**src/rtl/washer_ctrl_v2_if.sv**
```systemverilog
// rtl/washer_ctrl_v2_if.sv - panel, sensor and actuator signals of the washer sequencer
interface washer_ctrl_v2_if;
    logic       start;
    logic [1:0] mode;
    logic       pause;
    logic       abort;
    logic       level_full;
    logic       level_empty;
    logic [3:0] state;
    logic       fill;
    logic       wash;
    logic       rinse;
    logic       spin;
    logic       drain;
    logic       door_lock;
    logic       done;
    logic       fault;
    logic [3:0] rinse_cnt;

    modport master (
        output start, mode, pause, abort, level_full, level_empty,
        input  state, fill, wash, rinse, spin, drain, door_lock, done, fault, rinse_cnt
    );

    modport slave (
        input  start, mode, pause, abort, level_full, level_empty,
        output state, fill, wash, rinse, spin, drain, door_lock, done, fault, rinse_cnt
    );
endinterface

```
**src/rtl/washer_ctrl_v2.sv**
```systemverilog
// rtl/washer_ctrl_v2.sv - multi-rinse washer sequencer with pause, abort-drain and fill/drain timeouts
module washer_ctrl_v2 #(
    parameter int            TW        = 8,
    parameter logic [TW-1:0] WASH_L    = TW'(10),
    parameter logic [TW-1:0] WASH_N    = TW'(20),
    parameter logic [TW-1:0] WASH_H    = TW'(30),
    parameter logic [TW-1:0] SPIN_L    = TW'(5),
    parameter logic [TW-1:0] SPIN_N    = TW'(10),
    parameter logic [TW-1:0] SPIN_H    = TW'(15),
    parameter logic [3:0]    RINSES_L  = 4'd1,
    parameter logic [3:0]    RINSES_N  = 4'd2,
    parameter logic [3:0]    RINSES_H  = 4'd3,
    parameter logic [TW-1:0] RINSE_T   = TW'(5),
    parameter logic [TW-1:0] FILL_TO   = TW'(20),
    parameter logic [TW-1:0] DRAIN_TO  = TW'(20)
) (
    input  logic             clk,
    input  logic             reset,
    washer_ctrl_v2_if.slave  bus
);
    typedef enum logic [3:0] {
        S_IDLE  = 4'd0,
        S_FILL  = 4'd1,
        S_WASH  = 4'd2,
        S_RINSE = 4'd3,
        S_SPIN  = 4'd4,
        S_DRAIN = 4'd5,
        S_DONE  = 4'd6,
        S_PAUSE = 4'd7,
        S_FAULT = 4'd8
    } state_t;

    localparam logic [TW-1:0] FILL_LAST  = FILL_TO - TW'(1);
    localparam logic [TW-1:0] DRAIN_LAST = DRAIN_TO - TW'(1);

    state_t        state_q, state_d, ret_q;
    logic [TW-1:0] timer_q;
    logic [3:0]    rinse_cnt_q;
    logic          abort_q, wash_done_q;
    logic [TW-1:0] wash_len_q, spin_len_q;
    logic [3:0]    rinses_q;
    logic [TW-1:0] cur_len;
    logic          timed_end, counting;
    logic          start_ok, set_abort, set_wash_done, inc_rinse;

    always_comb begin
        case (state_q)
            S_WASH:  cur_len = wash_len_q;
            S_SPIN:  cur_len = spin_len_q;
            default: cur_len = RINSE_T;
        endcase
    end

    // >= rather than == so a pause taken on the final cycle still exits on resume
    assign timed_end = timer_q >= (cur_len - TW'(1));
    assign counting  = state_q inside {S_FILL, S_WASH, S_RINSE, S_SPIN, S_DRAIN};

    always_comb begin
        state_d       = state_q;
        start_ok      = 1'b0;
        set_abort     = 1'b0;
        set_wash_done = 1'b0;
        inc_rinse     = 1'b0;
        case (state_q)
            S_IDLE: begin
                if (bus.start && bus.mode != 2'b11) begin
                    start_ok = 1'b1;
                    state_d  = S_FILL;
                end
            end
            S_FILL: begin
                if (bus.abort) begin
                    set_abort = 1'b1;
                    state_d   = S_DRAIN;
                end else if (bus.level_full) begin
                    state_d = wash_done_q ? S_RINSE : S_WASH;
                end else if (timer_q >= FILL_LAST) begin
                    state_d = S_FAULT;
                end else if (bus.pause) begin
                    state_d = S_PAUSE;
                end
            end
            S_WASH, S_RINSE, S_SPIN: begin
                if (bus.abort) begin
                    set_abort = 1'b1;
                    state_d   = S_DRAIN;
                end else if (bus.pause) begin
                    state_d = S_PAUSE;
                end else if (timed_end) begin
                    if (state_q == S_WASH) begin
                        set_wash_done = 1'b1;
                        state_d       = S_DRAIN;
                    end else if (state_q == S_RINSE) begin
                        inc_rinse = 1'b1;
                        state_d   = S_DRAIN;
                    end else begin
                        state_d = S_DONE;
                    end
                end
            end
            S_DRAIN: begin
                set_abort = bus.abort;
                if (bus.level_empty) begin
                    if (abort_q || bus.abort) state_d = S_IDLE;
                    else if (rinse_cnt_q < rinses_q) state_d = S_FILL;
                    else state_d = S_SPIN;
                end else if (timer_q >= DRAIN_LAST) begin
                    state_d = S_FAULT;
                end
            end
            S_PAUSE: begin
                if (bus.abort) begin
                    set_abort = 1'b1;
                    state_d   = S_DRAIN;
                end else if (!bus.pause) begin
                    state_d = ret_q;
                end
            end
            S_DONE:  state_d = S_IDLE;
            S_FAULT: state_d = S_FAULT;
            default: state_d = S_IDLE;
        endcase
    end

    always_ff @(posedge clk or posedge reset) begin
        if (reset) begin
            state_q     <= S_IDLE;
            ret_q       <= S_IDLE;
            timer_q     <= '0;
            rinse_cnt_q <= '0;
            abort_q     <= 1'b0;
            wash_done_q <= 1'b0;
            wash_len_q  <= '0;
            spin_len_q  <= '0;
            rinses_q    <= '0;
        end else begin
            state_q <= state_d;
            // the cycle that enters PAUSE still counts as a working cycle
            if (state_d == S_PAUSE && state_q != S_PAUSE) begin
                ret_q   <= state_q;
                timer_q <= timer_q + TW'(1);
            end else if (state_d != state_q && !(state_q == S_PAUSE && state_d == ret_q)) begin
                timer_q <= '0;
            end else if (counting) begin
                timer_q <= timer_q + TW'(1);
            end
            if (start_ok) begin
                rinse_cnt_q <= '0;
                wash_done_q <= 1'b0;
                abort_q     <= 1'b0;
                case (bus.mode)
                    2'b00: begin wash_len_q <= WASH_L; spin_len_q <= SPIN_L; rinses_q <= RINSES_L; end
                    2'b01: begin wash_len_q <= WASH_N; spin_len_q <= SPIN_N; rinses_q <= RINSES_N; end
                    default: begin wash_len_q <= WASH_H; spin_len_q <= SPIN_H; rinses_q <= RINSES_H; end
                endcase
            end
            if (set_abort)     abort_q     <= 1'b1;
            if (set_wash_done) wash_done_q <= 1'b1;
            if (inc_rinse)     rinse_cnt_q <= rinse_cnt_q + 4'd1;
        end
    end

    assign bus.state     = state_q;
    assign bus.fill      = (state_q == S_FILL);
    assign bus.wash      = (state_q == S_WASH);
    assign bus.rinse     = (state_q == S_RINSE);
    assign bus.spin      = (state_q == S_SPIN);
    assign bus.drain     = (state_q == S_DRAIN) || (state_q == S_FAULT);
    assign bus.door_lock = state_q inside {S_FILL, S_WASH, S_RINSE, S_SPIN, S_DRAIN, S_PAUSE};
    assign bus.done      = (state_q == S_DONE);
    assign bus.fault     = (state_q == S_FAULT);
    assign bus.rinse_cnt = rinse_cnt_q;
endmodule

```
**src/flat_wrapper.sv**
```systemverilog
// flat-port wrapper written by rule: the top's interface ports become plain ports
module washer_ctrl_v2_flat 
#(
    parameter int            TW        = 8,
    parameter logic [TW-1:0] WASH_L    = TW'(10),
    parameter logic [TW-1:0] WASH_N    = TW'(20),
    parameter logic [TW-1:0] WASH_H    = TW'(30),
    parameter logic [TW-1:0] SPIN_L    = TW'(5),
    parameter logic [TW-1:0] SPIN_N    = TW'(10),
    parameter logic [TW-1:0] SPIN_H    = TW'(15),
    parameter logic [3:0]    RINSES_L  = 4'd1,
    parameter logic [3:0]    RINSES_N  = 4'd2,
    parameter logic [3:0]    RINSES_H  = 4'd3,
    parameter logic [TW-1:0] RINSE_T   = TW'(5),
    parameter logic [TW-1:0] FILL_TO   = TW'(20),
    parameter logic [TW-1:0] DRAIN_TO  = TW'(20)
)
  (clk, reset, bus_start, bus_mode, bus_pause, bus_abort, bus_level_full, bus_level_empty, bus_state, bus_fill, bus_wash, bus_rinse, bus_spin, bus_drain, bus_door_lock, bus_done, bus_fault, bus_rinse_cnt);
  washer_ctrl_v2_if bus_i ();
  input  logic clk;
  input  logic reset;
  input wire logic [$bits(bus_i.start)-1:0] bus_start;
  input wire logic [$bits(bus_i.mode)-1:0] bus_mode;
  input wire logic [$bits(bus_i.pause)-1:0] bus_pause;
  input wire logic [$bits(bus_i.abort)-1:0] bus_abort;
  input wire logic [$bits(bus_i.level_full)-1:0] bus_level_full;
  input wire logic [$bits(bus_i.level_empty)-1:0] bus_level_empty;
  output wire logic [$bits(bus_i.state)-1:0] bus_state;
  output wire logic [$bits(bus_i.fill)-1:0] bus_fill;
  output wire logic [$bits(bus_i.wash)-1:0] bus_wash;
  output wire logic [$bits(bus_i.rinse)-1:0] bus_rinse;
  output wire logic [$bits(bus_i.spin)-1:0] bus_spin;
  output wire logic [$bits(bus_i.drain)-1:0] bus_drain;
  output wire logic [$bits(bus_i.door_lock)-1:0] bus_door_lock;
  output wire logic [$bits(bus_i.done)-1:0] bus_done;
  output wire logic [$bits(bus_i.fault)-1:0] bus_fault;
  output wire logic [$bits(bus_i.rinse_cnt)-1:0] bus_rinse_cnt;
  assign bus_i.start = bus_start;
  assign bus_i.mode = bus_mode;
  assign bus_i.pause = bus_pause;
  assign bus_i.abort = bus_abort;
  assign bus_i.level_full = bus_level_full;
  assign bus_i.level_empty = bus_level_empty;
  assign bus_state = bus_i.state;
  assign bus_fill = bus_i.fill;
  assign bus_wash = bus_i.wash;
  assign bus_rinse = bus_i.rinse;
  assign bus_spin = bus_i.spin;
  assign bus_drain = bus_i.drain;
  assign bus_door_lock = bus_i.door_lock;
  assign bus_done = bus_i.done;
  assign bus_fault = bus_i.fault;
  assign bus_rinse_cnt = bus_i.rinse_cnt;
  washer_ctrl_v2 #(.TW(TW), .WASH_L(WASH_L), .WASH_N(WASH_N), .WASH_H(WASH_H), .SPIN_L(SPIN_L), .SPIN_N(SPIN_N), .SPIN_H(SPIN_H), .RINSES_L(RINSES_L), .RINSES_N(RINSES_N), .RINSES_H(RINSES_H), .RINSE_T(RINSE_T), .FILL_TO(FILL_TO), .DRAIN_TO(DRAIN_TO)) u_core (.clk(clk), .reset(reset), .bus(bus_i));
endmodule
```
**config.mk**
```make
export PLATFORM = sky130hd
export DESIGN_NAME = washer_ctrl_v2_flat
export DESIGN_NICKNAME = d
export VERILOG_FILES = /design/src/rtl/washer_ctrl_v2_if.sv /design/src/rtl/washer_ctrl_v2.sv /design/src/flat_wrapper.sv
export SDC_FILE = /design/constraint.sdc
export NUM_CORES = 1
export LEC_CHECK = 0
export BUFFER_PORTS_ARGS = -buffer_cell sky130_fd_sc_hd__buf_2
export CORE_ASPECT_RATIO = 0.5
export CORE_MARGIN = 10
export CORE_UTILIZATION = 40
export CTS_BUF_LIST = sky130_fd_sc_hd__clkbuf_8 sky130_fd_sc_hd__clkbuf_16
export DETAILED_ROUTE_END_ITERATION = 8
export PLACE_DENSITY = 0.6
export SYNTH_ARGS = -nofsm -noshare
export SYNTH_HDL_FRONTEND = slang
export SYNTH_SLANG_ARGS = --single-unit
export TNS_END_PERCENT = 10
```
**constraint.sdc**
```tcl
create_clock -name clk -period 4.48 [get_ports clk]
set_clock_uncertainty 0.1 [all_clocks]
set_input_delay 0.224 -clock clk [delete_from_list [all_inputs] [get_ports clk]]
set_output_delay 0.224 -clock clk [all_outputs]
set_load 0.01 [all_outputs]
```
==> run_results.csv <==
group,metric,value,unit
pwr,comb_power_share,67.5,%
pwr,cell_internal_pwr,0.833,mW
drt,dr.pass1.iters,6,
sta,timing.final.crit_period,4.21,ns
drt,count_of_routing_violations_after_the_opening_detailed_route_iteration,282,
floorplanning,placeableCoreArea,4980,um^2
min_path,hold_removal_path_class,"in -> async",
finish,n_antenna_cell,0,
floorplanning,die-area,8680,um^2
drt,post_drt_wl_per_cell,17.9,um
finish,area_growth_syn_to_layout,14.7,%
critical_path,reg2reg_from,"u_core.bus.state[2]",
sta,max-slew-margin-rel,35.2,%
yosys,ys.flop_type,"sky130_fd_sc_hd__dfrtp_1",
drt,ant_nets,0,
drt,drc_violation_count_after_routing,0,
sta,final.period_utilization,93.9,%
sta,setup_tns,0,ns
finish,finalNetCount,292,
critical_path,cp-end-kind,"flop",
global_route,grt_start_max_net_pins,25,
global_route,globalRouteOverflowTotal,0,
yosys,asyncSetResetFlopFracSynth,100,%
critical_path,worst_endpoint_data_arrival_time,4.31,ns
finish,final_core_occ,48.1,%
sta,grt_setup_unrepaired,"false",
yosys,postSynthRegisterBits,24,
global_route,number_of_global_route_vias_before_repair,1870,
yosys,synthDistinctLibCells,69,
critical_path,critPathKind,"reg -> reg",
place,io_buffers,24,
yosys,syn_inst,242,
critical_path,rr_endpoint,"u_core.timer_q[6]",
floorplanning,floorplan.initialDensity,41.9,%
pwr,power.leakage,1.08,nW
sta,worstMarginPinSlew,0.971,ns
pwr,vdd_ir_drop_max,238,uV
cts,cts.clk_slew.worst_paths,0.09,ns
global_route,grt.total_usage,14.1,%
pwr,seq_power_share,20.4,%
cts,cts_max_path_bufs,2,
critical_path,critPathRequiredTime,4.58,ns
critical_path,worst-r2r-setup-slack,0.27,ns
cts,worst_skew_pair.late_latency,0.27,ns
sta,hold_viol,0,
sta,fmaxAchievable,238,MHz
critical_path,worstSetupStartpointType,"flop",
outcome,status,"completed",
yosys,syn-cell-area,2090,um^2
cts,cts_tree,"yes",
global_route,grt_util_met3,4.43,%
global_route,antenna_found_initial,0,
pwr,power.net_switching,0.790,mW
critical_path,critical_path_peak_fanout,11,
drt,wire_length_reported_by_the_detailed_router,6.08,mm
yosys,synth_seq_area_share,28.8,%
yosys,synth_edf_count,0,
floorplanning,floorplan.io_pins,25,
place,dp_slack,0.218,ns
finish,final_layout_size_suffix_gt1_share,22.6,%
drt,route.detailed.vias_per_inst,6.00,
sta,fin_ws,0.272,ns
pwr,p_per_area,678,nW/um^2
place,dp_hpwl,4.68,mm
global_route,globalRouteMet1Util,19.9,%
yosys,yosys_warnings,0,
place,gpl.final_weighted_congestion,0.977,
cts,clock_sink_count,24,
pwr,power_switching_share,48.7,%
cts,cts_inserted_buffers,3,
floorplanning,fp-row-count,18,
global_route,global_route.usage.met2,20.2,%
sta,finalSetupViolations,0,
finish,layout.filler_cells,475,
floorplanning,fp.dieW,122,um
critical_path,worstRegToRegCells,16,
cts,cts_root_buffer,"sky130_fd_sc_hd__clkbuf_8",
cts,clock_tree.htree_level_count,1,
global_route,global_route_wire_length_before_repair,9.91,mm
job,maxCapViolations,0,
global_route,grt_most_used_layer,"met2",
pwr,p_clk_share,12.1,%
sta,timing.final.max_slew_violations,0,
yosys,synth.avg_cell_area,8.62,um^2
yosys,synth_fp_nets,263,
drt,routed-via-count,2041,
floorplanning,die_h,71.1,um
==> Yosys cell counts (all sizes together), types with 6 or more instances <==
master   n  area [um^2]
a21oi   21          116
dfrtp   24          601
ha      12          150
inv     12         45.1
nand2   21         78.8
nand3    8         40.0
nor2    14         52.6
nor3    11         55.1
o21ai   22          118
o31ai    6         45.0
or3      6         40.0
==> critical path, stage by stage (launching register included) <==
cell	delay, ns
sky130_fd_sc_hd__dfrtp_2	0.43
sky130_fd_sc_hd__inv_2	0.09
sky130_fd_sc_hd__nor2_1	0.20
sky130_fd_sc_hd__nand2_1	0.16
sky130_fd_sc_hd__inv_1	0.16
sky130_fd_sc_hd__a22oi_1	0.09
sky130_fd_sc_hd__ha_1	0.24
sky130_fd_sc_hd__xnor2_1	0.17
sky130_fd_sc_hd__ha_1	0.24
sky130_fd_sc_hd__o21ai_1	0.10
sky130_fd_sc_hd__a211o_1	0.32
sky130_fd_sc_hd__o21ai_2	0.22
sky130_fd_sc_hd__mux2_4	0.34
sky130_fd_sc_hd__o2111a_1	0.24
sky130_fd_sc_hd__o211a_1	0.34
sky130_fd_sc_hd__or4_1	0.53
sky130_fd_sc_hd__a21oi_1	0.16
==> state kept, by name, summed over array words and instances, names as in the netlist <==
register              cells
u_core.wash_done_q        1
u_core.timer_q            8
u_core.rinses_q           1
u_core.ret_q              4
u_core.abort_q            1
u_core.wash_len_q         1
u_core.bus.state          4
u_core.bus.rinse_cnt      4
==> routing by layer <==
metal,wire length (um),vias to the layer above
li1,-,978
met1,2960,953
met2,2520,104
met3,535,6
met4,62,0
met5,0,-
==> placed cells by master (no fill, tap or decap), types with 2 or more instances in the layout <==
cell | Yosys | final
sky130_fd_sc_hd__xnor2_1 | 3 | 3
sky130_fd_sc_hd__inv_1 | 10 | 10
sky130_fd_sc_hd__and2_1 | 4 | 4
sky130_fd_sc_hd__nand3_1 | 8 | 8
sky130_fd_sc_hd__nand2_1 | 21 | 21
sky130_fd_sc_hd__nor2b_1 | 3 | 3
sky130_fd_sc_hd__nand4b_1 | 2 | 2
sky130_fd_sc_hd__and4b_1 | 2 | 2
sky130_fd_sc_hd__inv_2 | 2 | 2
sky130_fd_sc_hd__or3_1 | 4 | 4
sky130_fd_sc_hd__o21ai_2 | 2 | 2
sky130_fd_sc_hd__o21ai_1 | 2 | 2
sky130_fd_sc_hd__a21oi_1 | 18 | 17
sky130_fd_sc_hd__a31oi_1 | 2 | 2
sky130_fd_sc_hd__o21bai_1 | 2 | 2
sky130_fd_sc_hd__o21a_1 | 3 | 3
sky130_fd_sc_hd__nand2b_1 | 3 | 3
sky130_fd_sc_hd__o41ai_1 | 2 | 2
sky130_fd_sc_hd__a21oi_2 | 3 | 4
sky130_fd_sc_hd__o31ai_1 | 6 | 6
sky130_fd_sc_hd__clkbuf_8 | 0 | 3
sky130_fd_sc_hd__buf_2 | 2 | 24
sky130_fd_sc_hd__nor3b_1 | 2 | 2
sky130_fd_sc_hd__a21o_1 | 3 | 3
sky130_fd_sc_hd__buf_4 | 1 | 8
sky130_fd_sc_hd__or3_2 | 2 | 2
sky130_fd_sc_hd__nor2_1 | 14 | 14
sky130_fd_sc_hd__ha_1 | 12 | 12
sky130_fd_sc_hd__and3_1 | 4 | 4
sky130_fd_sc_hd__nor3_1 | 11 | 11
sky130_fd_sc_hd__o21ai_0 | 18 | 18
sky130_fd_sc_hd__mux2i_1 | 2 | 2
sky130_fd_sc_hd__dfrtp_1 | 24 | 23
sky130_fd_sc_hd__a2111oi_4 | 2 | 2
sky130_fd_sc_hd__nand4_1 | 4 | 4
sky130_fd_sc_hd__o211ai_1 | 2 | 2
==> layout make-up <==
type | count | area [um^2] | area share (%)
flip-flops and latches | 24 | 602 | 25.2
clock buffers | 3 | 41.3 | 1.73
clock inverters | 1 | 30.0 | 1.26
inverters | 12 | 45.0 | 1.88
multi-input cells | 198 | 1410 | 58.8
repair buffers | 32 | 180 | 7.53
well taps | 70 | 87.6 | 3.66
==> stage by stage <==
stage | area, um^2 | power (mW) | std cells | hold WS, ns
3_3_place_gp | 2310 | 1.40 | 336 | 0.348
4_1_cts | 2380 | 1.60 | 340 | 0.0557
6_report | 2390 | 1.62 | 340 | 0.0559
2_1_floorplan | 2090 | 1.09 | 242 | 0.139
3_5_place_dp | 2310 | 1.39 | 336 | 0.361
5_1_grt | 2390 | 1.74 | 340 | 0.0639
==> how the worst max path moves through the flow <==
| stage | from | to | cells past startpoint |
|---|---|---|---|
| floorplan | u_core.bus.state[2] | u_core.timer_q[4] | 16 |
| global placement | u_core.bus.state[2] | u_core.timer_q[4] | 16 |
| detailed placement | u_core.bus.state[2] | u_core.timer_q[4] | 16 |
| CTS | u_core.bus.state[2] | u_core.timer_q[6] | 16 |
| global route | u_core.bus.state[2] | u_core.timer_q[6] | 16 |
| finish | u_core.bus.state[2] | u_core.timer_q[6] | 16 |
==> power by group through the flow <==
stage | Combinational (mW) | Clock [mW] | Sequential [mW]
2_1_floorplan | 0.767 | 0 | 0.323
3_3_place_gp | 1.07 | 0 | 0.329
3_5_place_dp | 1.06 | 0 | 0.330
4_1_cts | 1.07 | 0.207 | 0.327
5_1_grt | 1.19 | 0.217 | 0.341
6_report | 1.10 | 0.197 | 0.331
==> kinds of logic (layout without fill, tap and decap cells) <==
group | Yosys count | after routing | share of synthesized area [%]
muxes | 4 | 4 | 2.22
buffers and inverters | 20 | 48 | 4.26
and+or+nand+nor | 96 | 96 | 26.2
DFF | 24 | 24 | 28.8
AOI/OAI and AO/OA | 82 | 82 | 29.3
adders and majority gates | 12 | 12 | 7.20
xor gates and xnor gates | 4 | 4 | 2.04
==> what timing repair did <==
action / CTS / global route
setup endpoints to repair: 0 / 5
buffers inserted: 0 / 0
resized for setup: 0 / 3
hold buffers: 0 / 0
(Power assumes the default switching activity.)
